File: config.mk
export PLATFORM = sky130hd
export DESIGN_NAME = clos_port_arbiter
export DESIGN_NICKNAME = d
export VERILOG_FILES = /design/src/rtl/clos_pkg.sv /design/src/rtl/clos_port_arbiter_chk.sv /design/src/rtl/clos_rr_select.sv /design/src/rtl/clos_port_arbiter.sv
export SDC_FILE = /design/constraint.sdc
export NUM_CORES = 1
export LEC_CHECK = 0
export BUFFER_PORTS_ARGS = -buffer_cell sky130_fd_sc_hd__buf_4
export CORE_AREA = 4 4 130 132
export DETAILED_ROUTE_END_ITERATION = 6
export DIE_AREA = 0 0 134 136
export HOLD_SLACK_MARGIN = 0.15
export MAX_ROUTING_LAYER = met4
export PLACE_DENSITY = 0.6
export SETUP_SLACK_MARGIN = 0.15
export SYNTH_ARGS = -nofsm -noshare
export SYNTH_HDL_FRONTEND = slang
export SYNTH_SLANG_ARGS = --single-unit
File: constraint.sdc
create_clock -name clk_i -period 6.6 [get_ports clk_i]
set_clock_uncertainty 0.05 [all_clocks]
set_input_delay 0.66 -clock clk_i [delete_from_list [all_inputs] [get_ports clk_i]]
set_output_delay 0.66 -clock clk_i [all_outputs]
set_load 0.005 [all_outputs]
File: src/rtl/clos_pkg.sv
// Shared types, helpers and one-hot assertion macros for the Clos node port arbiter.
`ifndef CLOS_PKG_SV
`define CLOS_PKG_SV

`define CLOS_ASSERT_ONEHOT0(lbl, clk, rst, sig) \
    lbl: assert property (@(posedge clk) disable iff (rst) $onehot0(sig));

package clos_pkg;

    localparam int unsigned ClosNumIn = 4;
    localparam int unsigned ClosIdxW  = $clog2(ClosNumIn);

    typedef logic [ClosIdxW-1:0] clos_idx_t;

    // Round-robin successor of a requester index, wrapping at n.
    function automatic int unsigned rr_next(input int unsigned ptr, input int unsigned n);
        if (ptr + 32'd1 >= n) begin
            return 32'd0;
        end else begin
            return ptr + 32'd1;
        end
    endfunction

endpackage

`endif

File: src/rtl/clos_port_arbiter_chk.sv
// One-hot properties on the grant and response-valid vectors of the port arbiter.
module clos_port_arbiter_chk #(
    parameter int unsigned NumIn = 4
) (
    input logic             clk_i,
    input logic             rst_i,
    input logic [NumIn-1:0] gnt_o,
    input logic [NumIn-1:0] vld_o
);

    `CLOS_ASSERT_ONEHOT0(a_gnt_onehot0, clk_i, rst_i, gnt_o)
    `CLOS_ASSERT_ONEHOT0(a_vld_onehot0, clk_i, rst_i, vld_o)

endmodule

File: src/rtl/clos_rr_select.sv
// Combinational winner picker: rotated lowest-set-bit search from ptr, overridden
// by the lowest starved requester when any requester has waited too long.
module clos_rr_select
    import clos_pkg::*;
#(
    parameter int unsigned NumIn = 4
) (
    input  logic [NumIn-1:0]         req_i,
    input  logic [$clog2(NumIn)-1:0] ptr_i,
    input  logic [NumIn-1:0]         starved_i,
    output logic [$clog2(NumIn)-1:0] winner_o,
    output logic                     any_o
);

    localparam int unsigned IdxW = $clog2(NumIn);

    logic [2*NumIn-1:0] rot_full_s;
    logic [NumIn-1:0]   rot_s;
    logic [IdxW-1:0]    rr_off_s;
    logic [IdxW-1:0]    rr_win_s;
    logic [IdxW-1:0]    st_idx_s;
    logic               st_any_s;

    // Rotate so bit 0 is the pointer position, then find the first set bit.
    always_comb begin
        rot_full_s = {req_i, req_i} >> ptr_i;
        rot_s      = rot_full_s[NumIn-1:0];
        rr_off_s   = '0;
        st_idx_s   = '0;
        for (int i = NumIn - 1; i >= 0; i--) begin
            rr_off_s = rot_s[i]     ? IdxW'(i) : rr_off_s;
            st_idx_s = starved_i[i] ? IdxW'(i) : st_idx_s;
        end
        rr_win_s = ptr_i + rr_off_s;
        st_any_s = |starved_i;
        any_o    = |req_i;
    end

    // Starvation override has priority over round-robin; idle keeps the pointer.
    always_comb begin
        winner_o = ptr_i;
        if (st_any_s) begin
            winner_o = st_idx_s;
        end else if (any_o) begin
            winner_o = rr_win_s;
        end else begin
            winner_o = ptr_i;
        end
    end

endmodule

File: src/rtl/clos_port_arbiter.sv
// Starvation-safe round-robin arbiter for one Clos output port, with a fixed-latency
// response pipeline routing rdata back to the requester that won the handshake.
module clos_port_arbiter
    import clos_pkg::*;
#(
    parameter int unsigned NumIn         = 4,
    parameter int unsigned ReqDataWidth  = 32,
    parameter int unsigned RespDataWidth = 32,
    parameter int unsigned MemLatency    = 1,
    parameter int unsigned MaxWait       = 8
) (
    input  logic                                clk_i,
    input  logic                                rst_i,
    input  logic [NumIn-1:0]                    req_i,
    input  logic [NumIn-1:0][ReqDataWidth-1:0]  data_i,
    output logic [NumIn-1:0]                    gnt_o,
    output logic                                req_o,
    output logic [ReqDataWidth-1:0]             data_o,
    input  logic                                gnt_i,
    output logic [$clog2(NumIn)-1:0]            idx_o,
    input  logic [RespDataWidth-1:0]            rdata_i,
    output logic [NumIn-1:0]                    vld_o,
    output logic [NumIn-1:0][RespDataWidth-1:0] rdata_o
);

    localparam int unsigned IdxW  = $clog2(NumIn);
    localparam int unsigned WaitW = $clog2(MaxWait + 1);

    logic [IdxW-1:0]  ptr_q;
    logic [IdxW-1:0]  ptr_d;
    logic [IdxW-1:0]  winner_s;
    logic             any_s;
    logic             hs_s;
    logic [NumIn-1:0] starved_s;

    logic [WaitW-1:0] wait_q [NumIn];
    logic [WaitW-1:0] wait_d [NumIn];

    logic [MemLatency-1:0] pv_q;
    logic [MemLatency-1:0] pv_d;
    logic [IdxW-1:0]       pidx_q [MemLatency];
    logic [IdxW-1:0]       pidx_d [MemLatency];

    // A requester is starved once it has lost MaxWait cycles in a row.
    always_comb begin
        for (int i = 0; i < NumIn; i++) begin
            starved_s[i] = req_i[i] & (wait_q[i] >= WaitW'(MaxWait));
        end
    end

    clos_rr_select #(
        .NumIn (NumIn)
    ) u_select (
        .req_i     (req_i),
        .ptr_i     (ptr_q),
        .starved_i (starved_s),
        .winner_o  (winner_s),
        .any_o     (any_s)
    );

    // Zero-latency request path towards the slave.
    always_comb begin
        req_o  = any_s;
        hs_s   = any_s & gnt_i;
        idx_o  = winner_s;
        data_o = data_i[winner_s];
        gnt_o  = '0;
        if (hs_s) begin
            gnt_o[winner_s] = 1'b1;
        end else begin
            gnt_o = '0;
        end
    end

    // Pointer rotates only on an accepted handshake; wait counters saturate.
    always_comb begin
        if (hs_s) begin
            ptr_d = IdxW'(rr_next(32'(winner_s), NumIn));
        end else begin
            ptr_d = ptr_q;
        end
        for (int i = 0; i < NumIn; i++) begin
            if (!req_i[i]) begin
                wait_d[i] = '0;
            end else if (hs_s && (winner_s == IdxW'(i))) begin
                wait_d[i] = '0;
            end else if (wait_q[i] < WaitW'(MaxWait)) begin
                wait_d[i] = wait_q[i] + WaitW'(1);
            end else begin
                wait_d[i] = wait_q[i];
            end
        end
    end

    // Response tracking shift register, advancing every cycle without stall.
    always_comb begin
        pv_d[0]   = hs_s;
        pidx_d[0] = winner_s;
        for (int s = 1; s < MemLatency; s++) begin
            pv_d[s]   = pv_q[s-1];
            pidx_d[s] = pidx_q[s-1];
        end
    end

    // State registers.
    always_ff @(posedge clk_i or posedge rst_i) begin
        if (rst_i) begin
            ptr_q <= '0;
            pv_q  <= '0;
            for (int i = 0; i < NumIn; i++) begin
                wait_q[i] <= '0;
            end
            for (int s = 0; s < MemLatency; s++) begin
                pidx_q[s] <= '0;
            end
        end else begin
            ptr_q <= ptr_d;
            pv_q  <= pv_d;
            for (int i = 0; i < NumIn; i++) begin
                wait_q[i] <= wait_d[i];
            end
            for (int s = 0; s < MemLatency; s++) begin
                pidx_q[s] <= pidx_d[s];
            end
        end
    end

    // Final pipeline stage steers the response valid; data is broadcast.
    always_comb begin
        vld_o = '0;
        if (pv_q[MemLatency-1]) begin
            vld_o[pidx_q[MemLatency-1]] = 1'b1;
        end else begin
            vld_o = '0;
        end
        for (int i = 0; i < NumIn; i++) begin
            rdata_o[i] = rdata_i;
        end
    end

    clos_port_arbiter_chk #(
        .NumIn (NumIn)
    ) u_chk (
        .clk_i (clk_i),
        .rst_i (rst_i),
        .gnt_o (gnt_o),
        .vld_o (vld_o)
    );

endmodule

# Word level (Yosys, flattened, before mapping)
# Index checks and enable logic that the tools add are counted.
[op_classes] n_addsub=6 n_lt_le_gt_ge=13 n_eq_ne=7 n_shift=1 mux=31 n_bitwise=5 reduce_logical=9
[ops] cell="32-bit binary-select mux with 2-bit select" count=1
[ops] cell="4-bit 2-to-1 mux" count=14
[ops] cell="32-bit 2-to-1 mux" count=1
[ops] cell="2-bit 2-to-1 mux" count=11
[ops] cell="4-bit by 1-bit adder with 4-bit output, second input constant" count=4
[ops] cell="4-bit >= comparator, second input constant" count=4
[ops] cell="4-bit less-than comparator, second input constant" count=4
[ops] cell="3-bit by 1-bit != test with 1-bit output, second input constant" count=4
[ops] cell="4-bit OR reduction" count=2
[ops] cell="8-bit by 2-bit >> shifter with 4-bit output" count=1
[ops] cell="1-bit logical AND" count=6
[ops] cell="2-bit by 3-bit less-than comparator with 1-bit output, second input constant" count=2
[ops] cell="1-bit bitwise AND" count=5
[ops] cell="1-bit demux with 2-bit select" count=2
[ops] cell="2-bit equality test, second input constant" count=2
[ops] cell="2-bit by 1-bit >= comparator with 1-bit output, second input constant" count=2
[ops] cell="2-bit by 1-bit adder with 3-bit output, second input constant" count=1
[ops] cell="3-bit >= comparator, second input constant" count=1
[ops] cell="2-bit adder" count=1
[ops] cell="2-bit by 1-bit equality test with 1-bit output, second input constant" count=1
[ops] cell="2-bit logical NOT" count=1
[ops] cell="1-bit 2-to-1 mux" count=2
[totals] register_bits=21 in_bits=167 output_inout_bits=171

# Logic depth before layout (Yosys ltp)
# Gate-level depths: netlist (run 1).
[depth] ltp_word=13 depth_mapped=16

# By module
# From an unflattened synthesis (run 1), not the netlist that was laid out.
[hier_totals] cells_unflattened=299 hier_area_um2=3066.7
[by_module_without_submodules] mod="clos_port_arbiter" instances=1 cells_each=258 area_per_inst_um2=2778.9 seq_area_each_um2=525.5
[by_module_without_submodules] mod="clos_rr_select" instances=1 cells_each=41 area_per_inst_um2=287.8 seq_area_each_um2=0.0

# Least setup slack after synthesis (run 1)
# OpenSTA, ideal clock, no wires.
[synth_timing] path_kind="input-to-output" startpoint="input port req_i[1]" endpoint="output port gnt_o[0]" arrival_time_ns=2.822 required_time_ns=5.890 setup_slack_ns=3.068 stages=14 path_buffers=3 path_cell_list="clkbuf_1 -> and3b_1 -> a21oi_1 -> nor2_1 -> a21oi_1 -> o221ai_1 -> ha_1 -> nand4b_1 -> a22o_1 -> and3_1 -> and2_1 -> buf_4 -> buf_4 -> nor3_1"
[synth_via] elab_chain_len=13 word_cells_on_any_way=20
[synth_lines] element="from (decl)" line_no="clos_port_arbiter.sv:14" source="input logic [NumIn-1:0] req_i,"
[synth_lines] element="8-bit by 2-bit >> shifter with 4-bit output" line_no="clos_rr_select.sv:26" source="rot_full_s = {req_i, req_i} >> ptr_i;"
[synth_lines] element="2-bit 2-to-1 mux (4 in series)" line_no="clos_rr_select.sv:31" source="rr_off_s = rot_s[i] ? IdxW'(i) : rr_off_s;"
[synth_lines] element="2-bit adder" line_no="clos_rr_select.sv:34" source="rr_win_s = ptr_i + rr_off_s;"
[synth_lines] element="2-bit 2-to-1 mux" line_no="clos_rr_select.sv:44" source="end else if (any_o) begin"
[synth_lines] element="2-bit 2-to-1 mux (*)" line_no="clos_rr_select.sv:42" source="if (st_any_s) begin"
[synth_lines] element="named net idx_o[1]" line_no="clos_port_arbiter.sv:20" source="output logic [$clog2(NumIn)-1:0] idx_o,"
[synth_lines] element="2-bit by 3-bit less-than comparator with 1-bit output (implied by the code) or 2-bit by 1-bit >= comparator with 1-bit output (tied branches)" line_no="clos_port_arbiter.sv:69" source="gnt_o[winner_s] = 1'b1;"
[synth_lines] element="1-bit logical AND (implied by the code)" line_no="clos_port_arbiter.sv:69"
[synth_lines] element="1-bit 2-to-1 mux (implied by the code)" line_no="clos_port_arbiter.sv:69"
[synth_lines] element="1-bit demux with 2-bit select (*)" line_no="clos_port_arbiter.sv:69"
[synth_lines] element="4-bit 2-to-1 mux (*)" line_no="clos_port_arbiter.sv:68" source="if (hs_s) begin"
[synth_lines] element="to (decl)" line_no="clos_port_arbiter.sv:16" source="output logic [NumIn-1:0] gnt_o,"
# Mark *: on every way through the listed nets, which the timed path passes. The rest lies on a longest branch.

# Worst setup path after layout (run 1)
[layout_timing] startpoint="input port req_i[2]" endpoint="output port data_o[7]"
[layout_via] elab_chain_len=10 word_cells_on_any_way=16
[layout_lines] element="8-bit by 2-bit >> shifter with 4-bit output" line_no="clos_rr_select.sv:26"
[layout_lines] element="2-bit 2-to-1 mux (4 in series)" line_no="clos_rr_select.sv:31"
[layout_lines] element="2-bit adder" line_no="clos_rr_select.sv:34"
[layout_lines] element="2-bit 2-to-1 mux" line_no="clos_rr_select.sv:44"
[layout_lines] element="2-bit 2-to-1 mux (*)" line_no="clos_rr_select.sv:42"
[layout_lines] element="32-bit binary-select mux with 2-bit select (*)" line_no="clos_port_arbiter.sv:66" source="data_o = data_i[winner_s];"
[layout_lines] element="32-bit 2-to-1 mux (implied by the code) (*)" line_no="clos_port_arbiter.sv:66"
[layout_lines] element="to (decl)" line_no="clos_port_arbiter.sv:18" source="output logic [ReqDataWidth-1:0] data_o,"
# Every way passes the cells marked *; elsewhere a longest branch is shown, timed or not. The select of a mux whose other input is x is not followed.

==> results of run 1 <==
[synthesized netlist by cell type (2+ instances only)]
cell type,n,share of area
o311a_1,2,0.0058
nor3_1,4,0.0058
nor2_1,12,0.013
ha_1,8,0.029
o21ai_1,2,0.0029
inv_1,8,0.0087
xnor2_1,7,0.018
and2_1,4,0.0073
buf_8,4,0.017
mux2i_1,99,0.29
nor3b_1,6,0.013
a22oi_1,2,0.0044
and3b_1,2,0.0051
buf_4,130,0.28
nand2b_1,4,0.0073
nor2b_1,2,0.0036
o21ai_0,2,0.0029
and3_1,6,0.011
a31oi_1,6,0.011
mux2_2,4,0.013
clkbuf_1,7,0.0076
dfrtp_1,21,0.15
o211a_1,2,0.0058
buf_6,3,0.0098
buf_12,2,0.012
nand2_1,14,0.015
a21oi_1,2,0.0029
buf_2,2,0.0029
[stage by stage]
step | utilization | setup WS, ps | hold WS, ps
after floorplan | - | 3070 | 460
after global placement | 0.250 | 2330 | 483
after detailed placement | 0.250 | 2200 | 505
after CTS | 0.255 | 2190 | 518
after global routing | 0.255 | 1910 | 565
final | 0.255 | 2210 | 517
[routing by layer]
layer / GRT usage / wire [um]
met5: - / 0
met4: 0.0194 / 85
met3: 0.0237 / 774
met2: 0.174 / 4720
met1: 0.116 / 3640
[final cells by class]
class / count / area, um2
tap: 216 / 270
multi-input combinational: 205 / 1730
sequential: 21 / 526
inverter: 9 / 33.8
clock buffer: 4 / 78.8
fill: 1711 / 11700
timing repair buffer: 180 / 1360
[kinds of logic (layout without fill, tap and decap cells)]
group,Yosys count,after routing,share of synthesized area
buf+inv,158,193,0.345
mux,103,103,0.301
simple gates,61,61,0.0960
compound gates,25,25,0.0560
flops,21,21,0.153
fa+ha+maj,8,8,0.0291
xor+xnor,8,8,0.0204
[report_power, final]
part	total (uW)	internal, uW	leakage, uW	switching (uW)
Combinational	1520	801	0.00182	719
Clock	128	82.3	0.0000382	45.5
Sequential	216	167	0.000274	48.7
[registers in the layout (all words and copies together) (netlist names)]
register / flops
wait_q: 16
pv_q: 1
pidx_q: 2
ptr_q: 2
[final timing paths]
path | end | cells after the start | slack [ps] | start
hold / removal | wait_q[11] | 2 | 520 | rst_i
max in group asynchronous | pidx_q[1] | 2 | 5470 | rst_i
setup / recovery | data_o[7] | 14 | 2210 | req_i[2]
hold reg to reg | wait_q[6] | 3 | 520 | wait_q[6]
setup reg to reg | wait_q[12] | 12 | 3360 | ptr_q[0]
min in group clk_i | wait_q[6] | 3 | 520 | wait_q[6]
==> results.json, run 1 <==
{
  "cp_cell_sequence": "buf_4, and3b_1, a21oi_1, nor2_1, a21oi_1, o221ai_1, ha_1, and4_1, nand3_1, and3_1, and2_2, buf_4, mux2i_1, buf_4",
  "hold_viol": 0,
  "irDropWorstVdd_uv": 298,
  "setup_violations": 0,
  "synth_edf_count": 0,
  "slew_viol_final": 0,
  "fin_area_mm2": 0.00400,
  "synth_top_flop_cell": "dfrtp_1",
  "vias_per_cell": 4.03,
  "synthCells": 384,
  "critical_path_class": "input port to output port",
  "final_nets": 595,
  "ant_nets": 0,
  "grt_setup_unrepaired": "no",
  "tightest_slew_ps": 819,
  "grt_start_max_net_pins": 76,
  "drc_errors": 0,
  "diodes": 0,
  "ctsResizeCount": 0,
  "ys.warnings.count": 0,
  "avgSynthCellArea_um2": 8.96,
  "status": "finished clean",
  "power_density_mw_per_mm2": 466,
  "tns_ps": 0,
  "p_leak_uw": 0.00213,
  "gr-total-overflow": 0,
  "placed_cell_area_mm2": 0.00392,
  "mostFrequentLayoutCells": "buf_4 (179), mux2i_1 (99), dfrtp_1 (21)",
  "cap_violations": 0,
  "holdBufCountCts": 0,
  "cp-start-kind": "input port",
  "crit_path_top_delay_cell": "and2_2",
  "synth_seq_area_share": 0.153,
  "cts.clk_slew.worst_paths_ps": 60,
  "slowest_delay_ps": 700,
  "layout.cells.non_filler": 635,
  "die_x_um": 134,
  "cp.arrival_ps": 3680,
  "vias": 2559,
  "fin_crit_sh": 0.665,
  "clk_latency_ps": 250,
  "gp_congestion": 0.859,
  "grt_antenna_before_repair": 0,
  "slew_headroom": 0.453,
  "cts-root-buf": "clkbuf_16",
  "track_usage": 0.0993,
  "grt_pass1_vias": 2847,
  "drt_iter0_drc": 86,
  "synthesis.nets": 559,
  "die_y_um": 136,
  "postSynth.asyncResetShare": 1.00,
  "dr.pass1.iters": 4,
  "row_count": 46,
  "cts_setup_buffers": 0,
  "io_pins": 338,
  "grt_pass1_wl_um": 14500,
  "initial_core_util": 0.219,
  "dpl.hpwl_um": 7920,
  "timing.fmax_mhz": 228,
  "cp_data_required_time_ps": 5890,
  "max-clock-path-buffers": 2,
  "synth_cell_types": 45,
  "routedWlPerCell_um": 14.5,
  "cts_made_buffers": 3,
  "syn-cell-area_mm2": 0.00344,
  "final_common_cell": "buf_4",
  "routed_wl_um": 9220,
  "clock_sinks": 21,
  "syn_to_final_growth_pct": 16.3,
  "htreeDepth": 1,
  "cp_num_buf_inv": 3,
  "numPortBuffers": 177,
  "core_area_mm2": 0.0157,
  "cts_tree": "yes",
  "min_period_ps": 4390,
  "total_power_uw": 1860,
  "path_common_cell": "buf_4",
  "dp_cells": 631,
  "path_max_fanout": 28,
  "hp-class": "input port to asynchronous set/reset pin",
  "drive_gt1_frac": 0.453,
  "cp_top_family": "simple AND/OR/NAND/NOR gates",
  "ys_seq_elements": 21,
  "dieArea_mm2": 0.0182,
  "critPathCaptureType": "output port"
}
(Power assumes the default switching activity.)
==> run 2: changes to the inputs <==
--- a/config.mk
+++ b/config.mk
@@ -5,13 +5,14 @@
 export SDC_FILE = /design/constraint.sdc
 export NUM_CORES = 1
 export LEC_CHECK = 0
+export ABC_AREA = 1
 export BUFFER_PORTS_ARGS = -buffer_cell sky130_fd_sc_hd__buf_4
-export CORE_AREA = 4 4 130 132
+export CORE_AREA = 4 4 129 131
 export DETAILED_ROUTE_END_ITERATION = 6
-export DIE_AREA = 0 0 134 136
+export DIE_AREA = 0 0 133 135
 export HOLD_SLACK_MARGIN = 0.15
 export MAX_ROUTING_LAYER = met4
-export PLACE_DENSITY = 0.6
+export PLACE_DENSITY = 0.62
 export SETUP_SLACK_MARGIN = 0.15
 export SYNTH_ARGS = -nofsm -noshare
 export SYNTH_HDL_FRONTEND = slang
==> constraint.sdc (replaced) <==
create_clock -name clk_i -period 4.2 [get_ports clk_i]
set_clock_uncertainty 0.05 [all_clocks]
set_input_delay 0.42 -clock clk_i [delete_from_list [all_inputs] [get_ports clk_i]]
set_output_delay 0.42 -clock clk_i [all_outputs]
set_load 0.005 [all_outputs]
==> run 2 against run 1 <==
Against the previous run: global-route usage increased by 1.5 points; largest power group unchanged; sequential power increased by 51%; via count increased by 37%; wire length increased by 18%; setup slack got worse by 1500 ps.
==> results.json, run 2 <==
{
  "status": "finished clean",
  "vias": 3498,
  "cts_made_buffers": 3,
  "ys_top_cells_by_count": "nand2_1 (318), buf_4 (130), inv_1 (38), dfrtp_1 (21), nand3_1 (21)",
  "synth_most_common_cell": "nand2_1",
  "grt_pass1_vias": 3275,
  "cts-root-buf": "clkbuf_16",
  "cap_violations": 0,
  "grt_antenna_before_repair": 0,
  "slowest_delay_ps": 470,
  "max-clock-path-buffers": 2,
  "fin_crit_sh": 0.827,
  "routed_wl_um": 10900,
  "postSynth.asyncResetShare": 1.00,
  "routedLengthMet1_um": 4410,
  "dp_cells": 870,
  "final_common_cell": "nand2_1",
  "diodes": 0,
  "core_area_mm2": 0.0156,
  "numPortBuffers": 177,
  "largest_register_ffs": 16,
  "cp_cell_sequence": "inv_1, nand3_1, nand3_1, a21boi_0, ha_1, mux2i_1, nand2_1, nand2_2, inv_2, buf_4, ha_1, nand2_1, inv_1, buf_4",
  "slew_viol_final": 0,
  "cp.arrival_ps": 3000,
  "grt_pass1_wl_um": 16500,
  "die_x_um": 133,
  "irDropWorstVdd_uv": 774,
  "critPathCaptureType": "output port",
  "cp-start-kind": "flip-flop",
  "multi_input_area_mm2": 0.00181,
  "syn_to_final_growth_pct": 15.1,
  "synth_seq_area_share": 0.145,
  "mostFrequentLayoutCells": "nand2_1 (318), buf_4 (180), inv_1 (38)",
  "synth_top_area_frac": 0.328,
  "clock_sinks": 21,
  "holdBufCountCts": 0,
  "synth_top_flop_cell": "dfrtp_1",
  "hold_viol": 0,
  "synthesis.nets": 800,
  "tns_ps": 0,
  "cts_tree": "yes",
  "gp_congestion": 0.830,
  "fillCellCount": 1778,
  "clk_latency_ps": 260,
  "dr.pass1.iters": 4,
  "p_leak_uw": 0.00256,
  "routed.top_layer": "met4",
  "layout.cells.non_filler": 874,
  "die_y_um": 135,
  "synth_edf_count": 0,
  "timing.fmax_mhz": 288,
  "routedWlPerCell_um": 12.5,
  "cts_setup_buffers": 0,
  "dpl.hpwl_um": 8500,
  "drive_gt1_frac": 0.318,
  "ys.warnings.count": 0,
  "gr-total-overflow": 0,
  "crit_path_top_delay_cell": "buf_4",
  "met2_length_um": 5160,
  "hp-class": "input port to asynchronous set/reset pin",
  "drc_errors": 0,
  "ctsResizeCount": 0,
  "io_pins": 338,
  "setup_violations": 0,
  "synth_cell_types": 28,
  "final_nets": 834,
  "synth_area_leader_cell": "nand2_1",
  "yosys-top-cells-area": "nand2_1 (33%), buf_4 (27%), dfrtp_1 (14%), inv_1 (3.9%), nand2_2 (3.4%)",
  "power_density_mw_per_mm2": 998,
  "dieArea_mm2": 0.0180,
  "ant_nets": 0,
  "vias_per_cell": 4.00,
  "drt_iter0_drc": 132,
  "min_period_ps": 3470,
  "ys_seq_elements": 21,
  "path_max_fanout": 41,
  "postLayoutCoreUtil": 0.268,
  "top_register": "wait_q",
  "grt_start_max_net_pins": 67,
  "row_count": 46,
  "critical_path_class": "flip-flop to output port",
  "track_usage": 0.115,
  "avgSynthCellArea_um2": 5.82,
  "reg.largest.list": "wait_q x16, pidx_q x2, ptr_q x2",
  "cts.clk_slew.worst_paths_ps": 60,
  "grt_setup_unrepaired": "no",
  "htreeDepth": 1,
  "initial_core_util": 0.233,
  "wl_met3_um": 867,
  "cp_data_required_time_ps": 3730,
  "pre_cts_ws_ps": 921,
  "timing.final.ws_setup_ps": 728,
  "tightest_slew_ps": 823,
  "slew_headroom": 0.451,
  "layout.area.seq_um2": 526,
  "synthCells": 625,
  "syn-cell-area_mm2": 0.00364
}
## run 2: cell count changes after synthesis, moves of 7 or more
cell | before | now
inv_1 | 8 | 38
nand2_1 | 14 | 318
nor2_1 | 12 | 5
nand2_2 | 0 | 20
nand3_1 | 1 | 21
mux2i_1 | 99 | 1
a21oi_1 | 2 | 14
o21ai_0 | 2 | 9
buf_2 | 2 | 12
## run 2: final timing paths
path | startpoint | to | slack (ps) | cells after the start
worst max-delay path | ptr_q[1] | gnt_o[3] | 730 | 14
worst min-delay path | rst_i | wait_q[7] | 280 | 2
worst min register to register | wait_q[2] | wait_q[2] | 490 | 2
worst max register to register | ptr_q[1] | wait_q[2] | 1170 | 16
max in group asynchronous | rst_i | wait_q[15] | 3310 | 2
min in group clk_i | req_i[1] | wait_q[10] | 420 | 3
## run 2: through the flow
stage / hold WS [ps] / power (uW) / cell area, um2
2_1_floorplan: 347 / 2850 / 3640
3_3_place_gp: 471 / 4040 / 4110
3_5_place_dp: 477 / 4040 / 4110
4_1_cts: 332 / 4270 / 4190
5_1_grt: 376 / 4700 / 4190
6_report: 279 / 4180 / 4190
## run 2: kinds of logic (layout without fill, tap and decap cells)
| group | count (synthesis) | count (layout) | share of synthesized area |
|---|---|---|---|
| DFF | 21 | 21 | 0.145 |
| muxes | 1 | 1 | 0.00275 |
| and+or+nand+nor | 376 | 376 | 0.425 |
| buffers and inverters | 191 | 224 | 0.358 |
| adders and majority gates | 8 | 8 | 0.0275 |
| xor gates and xnor gates | 1 | 1 | 0.00241 |
| AOI/OAI and AO/OA | 27 | 27 | 0.0403 |
## run 2: routing by layer
layer	vias up	track usage
li1	1827	-
met1	1468	0.136
met2	137	0.183
met3	66	0.0298
met4	0	0.0525
met5	-	-
## run 2: cell type report
cell class,count,area share
multi-input combinational,413,0.432
timing repair buffer,180,0.323
sequential,21,0.126
tap,216,0.0646
inverter,40,0.0359
clock buffer,4,0.0188
## run 2: critical path: cells and delay by family, from the launching register on
kind	cells	cell delay, ps
AND/OR/NAND/NOR	5	460
buffers and inverters	5	1180
multiplexers	1	60
AO/OA/AOI/OAI	1	80
flip-flops	1	450
adder cells (fa/ha/maj)	2	520
## run 2: power by group
part           internal, uW  switching (uW)  leakage, uW
clock                   129            74.5    0.0000382
combinational          1480            2170      0.00225
sequential              266            60.6     0.000273
total                  1880            2300      0.00256
==> run 3: changes to the inputs <==
--- a/config.mk
+++ b/config.mk
@@ -7,12 +7,12 @@
 export LEC_CHECK = 0
 export ABC_AREA = 1
 export BUFFER_PORTS_ARGS = -buffer_cell sky130_fd_sc_hd__buf_4
-export CORE_AREA = 4 4 129 131
+export CORE_AREA = 4 4 131 133
 export DETAILED_ROUTE_END_ITERATION = 6
-export DIE_AREA = 0 0 133 135
+export DIE_AREA = 0 0 135 137
 export HOLD_SLACK_MARGIN = 0.15
 export MAX_ROUTING_LAYER = met4
-export PLACE_DENSITY = 0.62
+export PLACE_DENSITY = 0.63
 export SETUP_SLACK_MARGIN = 0.15
 export SYNTH_ARGS = -nofsm -noshare
 export SYNTH_HDL_FRONTEND = slang
==> constraint.sdc (replaced) <==
create_clock -name clk_i -period 3.1 [get_ports clk_i]
set_clock_uncertainty 0.05 [all_clocks]
set_input_delay 0.31 -clock clk_i [delete_from_list [all_inputs] [get_ports clk_i]]
set_output_delay 0.31 -clock clk_i [all_outputs]
set_load 0.005 [all_outputs]
==> run 3 against run 2 <==
Against the previous run: power increased by 86%; sequential power increased by 39%; sequential cell count unchanged; wire length increased by 28%; global-route usage increased by 0.87 points; final cell count increased by 3.7%; largest power group unchanged; largest cell class unchanged; register-to-register slack got worse by 790 ps.
==> results.json, run 3 (synthesis results as in run 2) <==
{
  "status": "finished clean",
  "cap_violations": 0,
  "vias": 3787,
  "gp_congestion": 0.779,
  "final_common_cell": "nand2_1",
  "reg.largest.list": "wait_q x16, pidx_q x2, ptr_q x2",
  "cp_cell_sequence": "buf_4, nand2_2, nand3_2, nand3_2, a21boi_2, ha_1, mux2i_1, nand2_1, nand2_4, clkinv_8, buf_16, ha_2, nand2_2, inv_1, buf_4",
  "cts_made_buffers": 3,
  "critPathCaptureType": "output port",
  "drt_iter0_drc": 174,
  "syn_to_final_growth_pct": 32.7,
  "grt_pass1_vias": 3396,
  "gr-total-overflow": 0,
  "layout.area.seq_um2": 528,
  "die_x_um": 135,
  "max-clock-path-buffers": 2,
  "dpl.hpwl_um": 9170,
  "htreeDepth": 1,
  "diodes": 0,
  "p_leak_uw": 0.00284,
  "dieArea_mm2": 0.0185,
  "setup_violations": 0,
  "slew_viol_final": 0,
  "tightest_slew_ps": 854,
  "ant_nets": 0,
  "track_usage": 0.123,
  "final_nets": 866,
  "io_pins": 338,
  "initial_core_util": 0.230,
  "routed_wl_um": 13900,
  "largest_register_ffs": 16,
  "pre_cts_ws_ps": 266,
  "fin_crit_sh": 0.953,
  "path_max_fanout": 8,
  "cts.clk_slew.worst_paths_ps": 60,
  "cts_tree": "yes",
  "cts-root-buf": "clkbuf_16",
  "crit_path_top_delay_cell": "dfrtp_2",
  "multi_input_area_mm2": 0.00201,
  "die_y_um": 137,
  "holdWs_ps": 179,
  "slew_headroom": 0.430,
  "cp.arrival_ps": 2600,
  "grt_antenna_before_repair": 0,
  "vias_per_cell": 4.18,
  "numPortBuffers": 177,
  "timing.fmax_mhz": 338,
  "min_period_ps": 2960,
  "critical_path_class": "flip-flop to output port",
  "mostFrequentLayoutCells": "nand2_1 (287), buf_4 (198), nand2_2 (43)",
  "grt_pass1_wl_um": 18000,
  "timing.final.ws_setup_ps": 144,
  "dr.pass1.iters": 4,
  "core_area_mm2": 0.0158,
  "clk_latency_ps": 250,
  "row_count": 46,
  "hp-class": "input port to asynchronous set/reset pin",
  "placed_cell_area_mm2": 0.00418,
  "postLayoutCoreUtil": 0.305,
  "grt_setup_unrepaired": "yes",
  "top_register": "wait_q",
  "fillCellCount": 1762,
  "fin_area_mm2": 0.00482,
  "drive_gt1_frac": 0.414,
  "routedWlPerCell_um": 15.4,
  "clock_sinks": 21,
  "drc_errors": 0,
  "irDropWorstVdd_uv": 648,
  "tns_ps": 0,
  "cp-start-kind": "flip-flop",
  "cp_data_required_time_ps": 2740,
  "grt_start_max_net_pins": 31,
  "slowest_delay_ps": 460,
  "hold_viol": 0,
  "power_density_mw_per_mm2": 1610
}
[run 3: routing by layer]
| layer | up-vias | global-route usage | part of all wire |
|---|---|---|---|
| li1 | 1897 | - | - |
| met1 | 1671 | 0.143 | 0.40 |
| met2 | 160 | 0.210 | 0.49 |
| met3 | 59 | 0.0279 | 0.083 |
| met4 | 0 | 0.0448 | 0.030 |
| met5 | - | - | 0 |
[run 3: critical path, delay by kind of cell (launching register included)]
kind	cells	cell delay [ps]
adders and majority gates	2	430
AOI/OAI and AO/OA	1	50
buffers and inverters	5	650
DFF	1	460
and+or+nand+nor	6	610
muxes	1	130
[run 3: path summary, 6_finish.rpt]
path | from | to | slack [ps] | cells after the start
setup / recovery | ptr_q[0] | gnt_o[3] | 140 | 15
hold / removal | rst_i | wait_q[6] | 180 | 2
setup reg to reg | ptr_q[0] | wait_q[2] | 380 | 18
hold reg to reg | wait_q[2] | wait_q[2] | 480 | 2
max in group asynchronous | rst_i | ptr_q[1] | 2230 | 2
min in group clk_i | req_i[1] | wait_q[10] | 320 | 3
[run 3: power breakdown]
group,internal (uW),total [uW],leakage (uW),switching (uW)
Sequential,363,453,0.000271,89.3
Clock,175,275,0.0000382,99.4
Combinational,3250,7030,0.00253,3780
[run 3: through the flow]
stage	std cells	power [uW]
2_1_floorplan	625	3860
3_3_place_gp	876	5710
3_5_place_dp	876	5740
4_1_cts	886	6540
5_1_grt	906	8440
6_report	906	7760
[run 3: layout make-up]
| type | count | share of cell area |
|---|---|---|
| Clock buffer | 4 | 0.0163 |
| Timing Repair Buffer | 211 | 0.367 |
| Tap cell | 216 | 0.0560 |
| Inverter | 40 | 0.0348 |
| Multi-Input combinational cell | 414 | 0.417 |
| Sequential cell | 21 | 0.109 |
[run 3: repair_timing]
item | 4_1_cts | 5_1_grt
endpoints found under the setup margin | 32 | 36
hold endpoints to repair | 0 | 0
cloned | 2 | 6
pin swaps | 0 | 12
gates resized for setup | 9 | 60
hold buffers | 0 | 0
setup buffers | 4 | 14
